--- src/rtl/dm_cache_tag_ctrl.sv ---
// Direct-mapped tag/valid lookup controller fed by an address-file reader.
// Fetches one word address per request, classifies hit/miss, stalls on a miss and keeps hit-rate counters.
module dm_cache_tag_ctrl #(
  parameter int ADDR_W       = 15,
  parameter int OFFSET_W     = 2,
  parameter int INDEX_W      = 10,
  parameter int MISS_PENALTY = 4,
  parameter int CNT_W        = 16
) (
  input  logic              clk,
  input  logic              rst,
  output logic              rd_en,
  input  logic [ADDR_W-1:0] rd_addr,
  input  logic              rd_finish,
  output logic              hit,
  output logic              miss,
  output logic              stall,
  output logic [ADDR_W-1:0] cur_addr,
  output logic [CNT_W-1:0]  hit_count,
  output logic [CNT_W-1:0]  access_count,
  output logic              done
);

  localparam int TAG_W = ADDR_W - INDEX_W - OFFSET_W;
  localparam int LINES = 1 << INDEX_W;
  localparam int PEN_W = (MISS_PENALTY > 1) ? $clog2(MISS_PENALTY) : 1;

  typedef enum logic [2:0] {
    S_IDLE,
    S_FETCH,
    S_LOOKUP,
    S_MISS_WAIT,
    S_DONE
  } state_t;

  state_t             state_reg, state_next;
  logic [PEN_W-1:0]   pen_reg, pen_next;
  logic               finish_reg, finish_next;
  logic [ADDR_W-1:0]  cur_addr_reg;
  logic [CNT_W-1:0]   hit_count_reg;
  logic [CNT_W-1:0]   access_count_reg;

  logic               valid_reg [LINES];
  logic [TAG_W-1:0]   tag_mem [LINES];

  logic [TAG_W-1:0]   lk_tag;
  logic [INDEX_W-1:0] lk_index;
  logic               lookup_hit;
  logic               fill_en;
  logic               count_access;
  logic               count_hit;

  assign lk_tag     = rd_addr[ADDR_W-1 -: TAG_W];
  assign lk_index   = rd_addr[OFFSET_W +: INDEX_W];
  assign lookup_hit = valid_reg[lk_index] && (tag_mem[lk_index] == lk_tag);

  // Tags are only meaningful behind a set valid bit, so the array itself is never cleared.
  always_ff @(posedge clk) begin
    if (fill_en) begin
      tag_mem[lk_index] <= lk_tag;
    end
  end

  for (genvar gi = 0; gi < LINES; gi++) begin : g_valid
    always_ff @(posedge clk or negedge rst) begin
      if (!rst) begin
        valid_reg[gi] <= 1'b0;
      end else if (fill_en && (lk_index == INDEX_W'(gi))) begin
        valid_reg[gi] <= 1'b1;
      end
    end
  end

  always_comb begin
    state_next   = state_reg;
    pen_next     = pen_reg;
    finish_next  = finish_reg;
    rd_en        = 1'b0;
    hit          = 1'b0;
    miss         = 1'b0;
    stall        = 1'b0;
    done         = 1'b0;
    fill_en      = 1'b0;
    count_access = 1'b0;
    count_hit    = 1'b0;
    case (state_reg)
      S_IDLE: begin
        state_next = S_FETCH;
      end
      S_FETCH: begin
        rd_en      = 1'b1;
        state_next = S_LOOKUP;
      end
      S_LOOKUP: begin
        count_access = 1'b1;
        finish_next  = rd_finish;
        if (lookup_hit) begin
          hit        = 1'b1;
          count_hit  = 1'b1;
          state_next = rd_finish ? S_DONE : S_FETCH;
        end else begin
          miss       = 1'b1;
          fill_en    = 1'b1;
          pen_next   = PEN_W'(MISS_PENALTY - 1);
          state_next = S_MISS_WAIT;
        end
      end
      S_MISS_WAIT: begin
        stall = 1'b1;
        if (pen_reg == '0) begin
          state_next = finish_reg ? S_DONE : S_FETCH;
        end else begin
          pen_next = pen_reg - PEN_W'(1);
        end
      end
      S_DONE: begin
        done = 1'b1;
      end
      default: begin
        state_next = S_IDLE;
      end
    endcase
  end

  always_ff @(posedge clk or negedge rst) begin
    if (!rst) begin
      state_reg        <= S_IDLE;
      pen_reg          <= '0;
      finish_reg       <= 1'b0;
      cur_addr_reg     <= '0;
      hit_count_reg    <= '0;
      access_count_reg <= '0;
    end else begin
      state_reg  <= state_next;
      pen_reg    <= pen_next;
      finish_reg <= finish_next;
      if (count_access) begin
        cur_addr_reg <= rd_addr;
      end
      // Counters stick at all-ones rather than wrapping.
      if (count_access && (access_count_reg != {CNT_W{1'b1}})) begin
        access_count_reg <= access_count_reg + CNT_W'(1);
      end
      if (count_hit && (hit_count_reg != {CNT_W{1'b1}})) begin
        hit_count_reg <= hit_count_reg + CNT_W'(1);
      end
    end
  end

  assign cur_addr     = cur_addr_reg;
  assign hit_count    = hit_count_reg;
  assign access_count = access_count_reg;

endmodule

--- config.mk ---
export PLATFORM = sky130hd
export DESIGN_NAME = dm_cache_tag_ctrl
export DESIGN_NICKNAME = d
export VERILOG_FILES = /design/src/rtl/dm_cache_tag_ctrl.sv
export SDC_FILE = /design/constraint.sdc
export NUM_CORES = 2
export LEC_CHECK = 0
export ABC_CLOCK_PERIOD_IN_PS = 13400
export CORE_MARGIN = 1.5
export CORE_UTILIZATION = 45
export DETAILED_ROUTE_END_ITERATION = 10
export MAX_ROUTING_LAYER = met4
export SYNTH_ARGS = -nofsm -noshare
export SYNTH_HDL_FRONTEND = slang
export SYNTH_SLANG_ARGS = --single-unit
--- constraint.sdc ---
create_clock -name clk -period 13.4 [get_ports clk]
set_input_delay 1.34 -clock clk [delete_from_list [all_inputs] [get_ports clk]]
set_output_delay 1.34 -clock clk [all_outputs]
set_load 0.01 [all_outputs]
---- Word level (Yosys, flattened, before mapping) ----
Memories as Yosys holds them, arrays and structs flattened.
Index checks and enable logic that the tools add are counted.
W data, S select, Z words.
storage, ports and cells
  output and inout port bits .............. 52
  bits in latches ......................... 0
  bits in writable memories ............... 3072
  input bits .............................. 18
  bits in registers ....................... 1077
  bits in read-only memories .............. 0
  memories ................................ 1
  logic and storage cells ................. 3124
operators by class
  $lt $le $gt $ge ......................... 1
  shifts and indexed selects .............. 0
  div/mod/pow operators ................... 0
  mux-type cells .......................... 21
  equal/unequal tests ..................... 1033
  bitwise logic cells ..................... 2
  reduce and logical (&&, ||, !) cells .... 1033
  multiply operators ...................... 0
  $add $sub $neg .......................... 3
memories
  memory   depth  bits a word  rd ports  clocked after Yosys merged registers in  write ports  line  RTL
  tag_mem  1024   3            1         0                                        1            44    logic [TAG_W-1:0] tag_mem [LINES];
operator list
  operator                 number
  $eq A10 B10 Y1 const B   512
  $eq A10 B9 Y1 const B    256
  $eq A10 B8 Y1 const B    128
  $logic_and A1 B1 Y1      1027
  $eq A10 B7 Y1 const B    64
  $eq A10 B6 Y1 const B    32
  $eq A10 B5 Y1 const B    16
  $eq A10 B4 Y1 const B    8
  $eq A10 B3 Y1 const B    4
  $add A16 B1 Y16 const B  2
  $ne A16 B16 Y1 const B   2
  $eq A10 B2 Y1 const B    2
  $pmux W3 S5              1
  $mux W1                  12
  $mux W3                  4
  $ge A11 B11 Y1 const B   1
  $not A10 Y11             1
  $bmux W1 S10             1
  $eq A10 B1 Y1 const B    1
  $logic_not A10 Y1        1
  $eq A3 B2 Y1 const B     2
  $ne A2 B2 Y1 const B     3
  $mux W2                  2
  $pmux W2 S2              1
  10 further kinds         10

---- Logic depth before layout (Yosys ltp) ----
  word-level depth ........................ 9
  depth in mapped cells ................... 23
  depth with buffers taken out ............ 13

---- Worst setup path after synthesis ----
OpenSTA, ideal clock, no wires.
  kind .................................... in2out
  from .................................... in rd_addr[2]
  to ...................................... out miss
  path slack .............................. 7.274 ns
  path buffers ............................ 7
  arrival ................................. 4.786 ns
  stages .................................. 18
  path through ............................ buf_6 -> buf_8 -> buf_6 -> buf_4 -> buf_4 -> mux4_2 -> a22o_1 -> a221oi_1 -> a31oi_1 -> a2111oi_0 -> nor4_1 -> xor2_1 -> o22ai_1 -> nand3_2 -> nand2_2 -> inv_2 -> buf_6 -> clkbuf_1
between the ends
  cells in the longest elaborated chain, start to end .. 7
  elaborated cells on any way between the ends .. 9
RTL lines
  item                                         line  RTL
  from (decl)                                  13    input logic [ADDR_W-1:0] rd_addr,
  $not A10 Y11 (implied by the code)           55    assign lookup_hit = valid_reg[lk_index] && (tag_mem[lk_index] == lk_tag);
  $bmux W1 S10                                 55
  $mux W1 (implied by the code) (2 in series)  55
  $logic_and A1 B1 Y1 (*)                      55
  $mux W1 (*)                                  97    if (lookup_hit) begin
  $mux W1 (*)                                  86    case (state_reg)
  to (decl)                                    16    output logic miss,
Every way passes the cells marked *; elsewhere a longest branch is shown, timed or not. The select of a mux whose other input is x is not followed.

---- Worst setup path in the final report ----
  from .................................... in rd_addr[3]
  to ...................................... out miss
The elaborated chain is that of the path after synthesis.

==> results_dict.tcl <==
set metrics [dict create \
    globalRouteOverflowTotal 0 \
    finalWeightedCongestion 0.904 \
    hold_viol_final 0 \
    hp-class "in2async" \
    critPathMaxFanout 85 \
    cts-root-buf "sky130_fd_sc_hd__clkbuf_16" \
    fp.dieArea_mm2 0.384 \
    detailed_place_hpwl_mm 299 \
    grt_util_met2 0.417 \
    powerDensity_mw_per_mm2 150 \
    global_route.usage.met1 0.377 \
    run_status "finished with violations" \
    number_of_synthesized_flops_with_an_enable_pin 3072 \
    ys_ff_latch 4149 \
    antenna_found_initial 28 \
    worst_margin_pin_slew_ns 1.52 \
    rsz0062_at_grt "no" \
    layout_common_cells "3072 x sky130_fd_sc_hd__edfxtp_1, 1077 x sky130_fd_sc_hd__dfrtp_1, 1038 x sky130_fd_sc_hd__nor3_1" \
    nature_of_the_critical_path_startpoint "input pin" \
    postSynth.asyncResetShare 0.260 \
    htreeDepth 5 \
    seq_area_frac_synth 0.696 \
    syn_inst 10300 \
    min_period_over_period 0.809 \
    timing.fmax_ghz 0.0922 \
    routed_wl_mm 520 \
    final_layout_size_suffix_gt1_frac 0.177 \
    routedWlPerCell_um 33.7 \
    pin_count 70 \
    core_ar_mm2 0.379 \
    post-route-min-period_ns 10.84 \
    cts_max_path_buffers 4 \
    grt_start_max_net_pins 219 \
    failing_checks "max-capacitance violations, max-slew violations" \
    clock_insertion_delay_worst_skew_ns 1.01 \
    postLayoutCoreUtil 0.503 \
    final_net_count 10100 \
    grt.busiest_layer "met2" \
    power.ir.vdd_worst_v 0.000154 \
    worst_ep_required_time_ns 12.06 \
    largest_incremental_delay_on_the_critical_path_ns 0.99 \
    die_height_um 620 \
    viasPerCell 6.49 \
    synth-warning-count 0 \
    route.antenna.remaining_nets 0 \
    syn_area_mm2 0.171 \
    synth_flop_cell "sky130_fd_sc_hd__edfxtp_1" \
    arrival_time_of_the_worst_setup_path_ns 9.50 \
    grt_pass1_vias 101000 \
    cap_viol_max_count 1 \
    finalHoldWorstSlack_ns 0.305 \
    yosys.cell_types.count 68 \
    cts_sinks 4149 \
    placementRows 226 \
    floorplan.initialDensity 0.452 \
    post_cts_hold_buffer_count 0 \
    max-slew-margin-rel -0.0220 \
    first_pass_grt_wire_length_mm 744 \
    setup-violations-final 0 \
    worstPathCellList "buf_16 -> buf_12 -> buf_4 -> mux4_2 -> a22o_1 -> a221oi_1 -> a31oi_1 -> a2111oi_0 -> or4_1 -> nor3_1 -> a2111oi_2 -> nand3_2 -> nand2_8 -> inv_8 -> clkdlybuf4s50_1" \
    grt_use_met3 0.0580 \
    cp_slowest_cell "sky130_fd_sc_hd__a2111oi_0" \
    cts_resized 0 \
    critPathBufInv 5 \
    final_common_cell "sky130_fd_sc_hd__edfxtp_1" \
    tritoncts.num_buffers 423 \
    detail_route.first_pass.iterations 9 \
    dieWidth_um 620 \
    vias_post_dr 100000 \
    syn-mean-instance-area_um2 16.7 \
    timing.final.max_slew_violations 2 \
    clk_transition_reported_paths_ns 0.06 \
    cellLeakagePower_uw 0.0673 \
    drt_drc_violations_left 0 \
    area_delta_synth_final_pct 11.2 \
    tritoncts "done" \
    place.port_buffers 69 \
    timing.critical_path.max_delay_family "compound AO/OA/AOI/OAI gates" \
    skew_ns 0.0672 \
    grt_util_all_layers 0.276 \
    timing.critical_path.to_type "primary output" \
    syn-num-nets 10300 \
    cts_setup_buffers 0 \
    setup_total_negative_slack_ns 0 \
    dr.first_iter.drc_count 14200 \
    largest_register_ffs 3072 \
    timing.setup.critical_path_class "in2out" \
]
[area by class of cell]
class                      instances  area [µm²]
clock inverter                   231        2570
clock buffer                     542       11500
antenna                            8        20.0
tap                             5016        6280
multi-input combinational       5165       47700
inverter                          14        60.1
timing repair buffer             322        3180
fill                           30700      188000
sequential                      4149      119000
[metal layers]
layer  routed length (µm)  share of wire
met5                    0              0
met3                52200           0.10
met1               208000           0.40
met4                18100          0.035
met2               242000           0.46
[through the flow]
step | total power [µW] | cells | area [µm²] | setup WS [ns]
6_report | 28600 | 15400 | 190000 | 2.56
5_1_grt | 29300 | 15400 | 190000 | 2.77
4_1_cts | 28700 | 15400 | 190000 | 2.91
3_5_place_dp | 16800 | 14700 | 176000 | 2.92
3_3_place_gp | 16800 | 14700 | 176000 | 2.93
2_1_floorplan | 15800 | 10300 | 171000 | 7.27
[Yosys cell counts, types with 15 or more instances]
cell type                   count  area [µm²]
sky130_fd_sc_hd__nand4_1       19         119
sky130_fd_sc_hd__buf_6         71         800
sky130_fd_sc_hd__or3_1         15        93.8
sky130_fd_sc_hd__nand2_1      400        1500
sky130_fd_sc_hd__nand2b_1      25         156
sky130_fd_sc_hd__o21bai_1     716        5380
sky130_fd_sc_hd__a21oi_1       49         245
sky130_fd_sc_hd__dfrtp_1     1077       27000
sky130_fd_sc_hd__nor3_1      1046        5240
sky130_fd_sc_hd__a21o_1       227        1700
sky130_fd_sc_hd__a22o_1        55         482
sky130_fd_sc_hd__nor2b_1       21         131
sky130_fd_sc_hd__edfxtp_1    3072       92200
sky130_fd_sc_hd__xor2_1        22         193
sky130_fd_sc_hd__buf_4         92         691
sky130_fd_sc_hd__buf_1         40         150
sky130_fd_sc_hd__mux4_2       817       18400
sky130_fd_sc_hd__clkbuf_1     436        1640
sky130_fd_sc_hd__mux2i_1      570        5710
sky130_fd_sc_hd__nor4_1        17         106
sky130_fd_sc_hd__nand3_1      136         681
sky130_fd_sc_hd__a221oi_1      65         569
sky130_fd_sc_hd__a31oi_1       45         282
sky130_fd_sc_hd__o22ai_1       26         163
sky130_fd_sc_hd__a41o_1        81         811
sky130_fd_sc_hd__a2111oi_0     19         166
sky130_fd_sc_hd__nor2_1       295        1110
sky130_fd_sc_hd__buf_2        299        1500
sky130_fd_sc_hd__a22oi_1      337        2530
[path summary, 6_finish.rpt]
| kind | cells past startpoint | to | start | slack [ns] |
|---|---|---|---|---|
| setup / recovery | 15 | miss | rd_addr[3] | 2.56 |
| hold / removal | 1 | cur_addr[5]$_DFFE_PN0N_ | rst | 0.31 |
| setup reg to reg | 13 | tag_mem[81][2]$_DFFE_PP_ | tag_mem[39][1]$_DFFE_PP_ | 5.11 |
| hold reg to reg | 1 | valid_reg[552]$_DFFE_PN0P_ | valid_reg[552]$_DFFE_PN0P_ | 0.45 |
| max in group asynchronous | 4 | valid_reg[143]$_DFFE_PN0P_ | rst | 9.74 |
| min in group clk | 1 | valid_reg[552]$_DFFE_PN0P_ | valid_reg[552]$_DFFE_PN0P_ | 0.45 |
[cell families (layout without fill, tap and decap cells)]
group,Yosys count,in the layout,share of synthesized area
AO/OA/AOI/OAI,1699,1699,0.0756
adder cells (fa/ha/maj),3,3,0.000219
AND/OR/NAND/NOR,2032,2032,0.0559
flip-flops,4149,4149,0.696
XOR/XNOR,34,34,0.00174
buffers and inverters,967,1109,0.0295
multiplexers,1397,1397,0.141
other,0,8,0
[where the power goes]
| part | leakage [µW] | internal [µW] | switching, µW |
|---|---|---|---|
| Clock | 0.00687 | 6930 | 5070 |
| Sequential | 0.0425 | 14000 | 88.8 |
| Combinational | 0.0179 | 632 | 1890 |
Power figures use the tool's default switching activity.
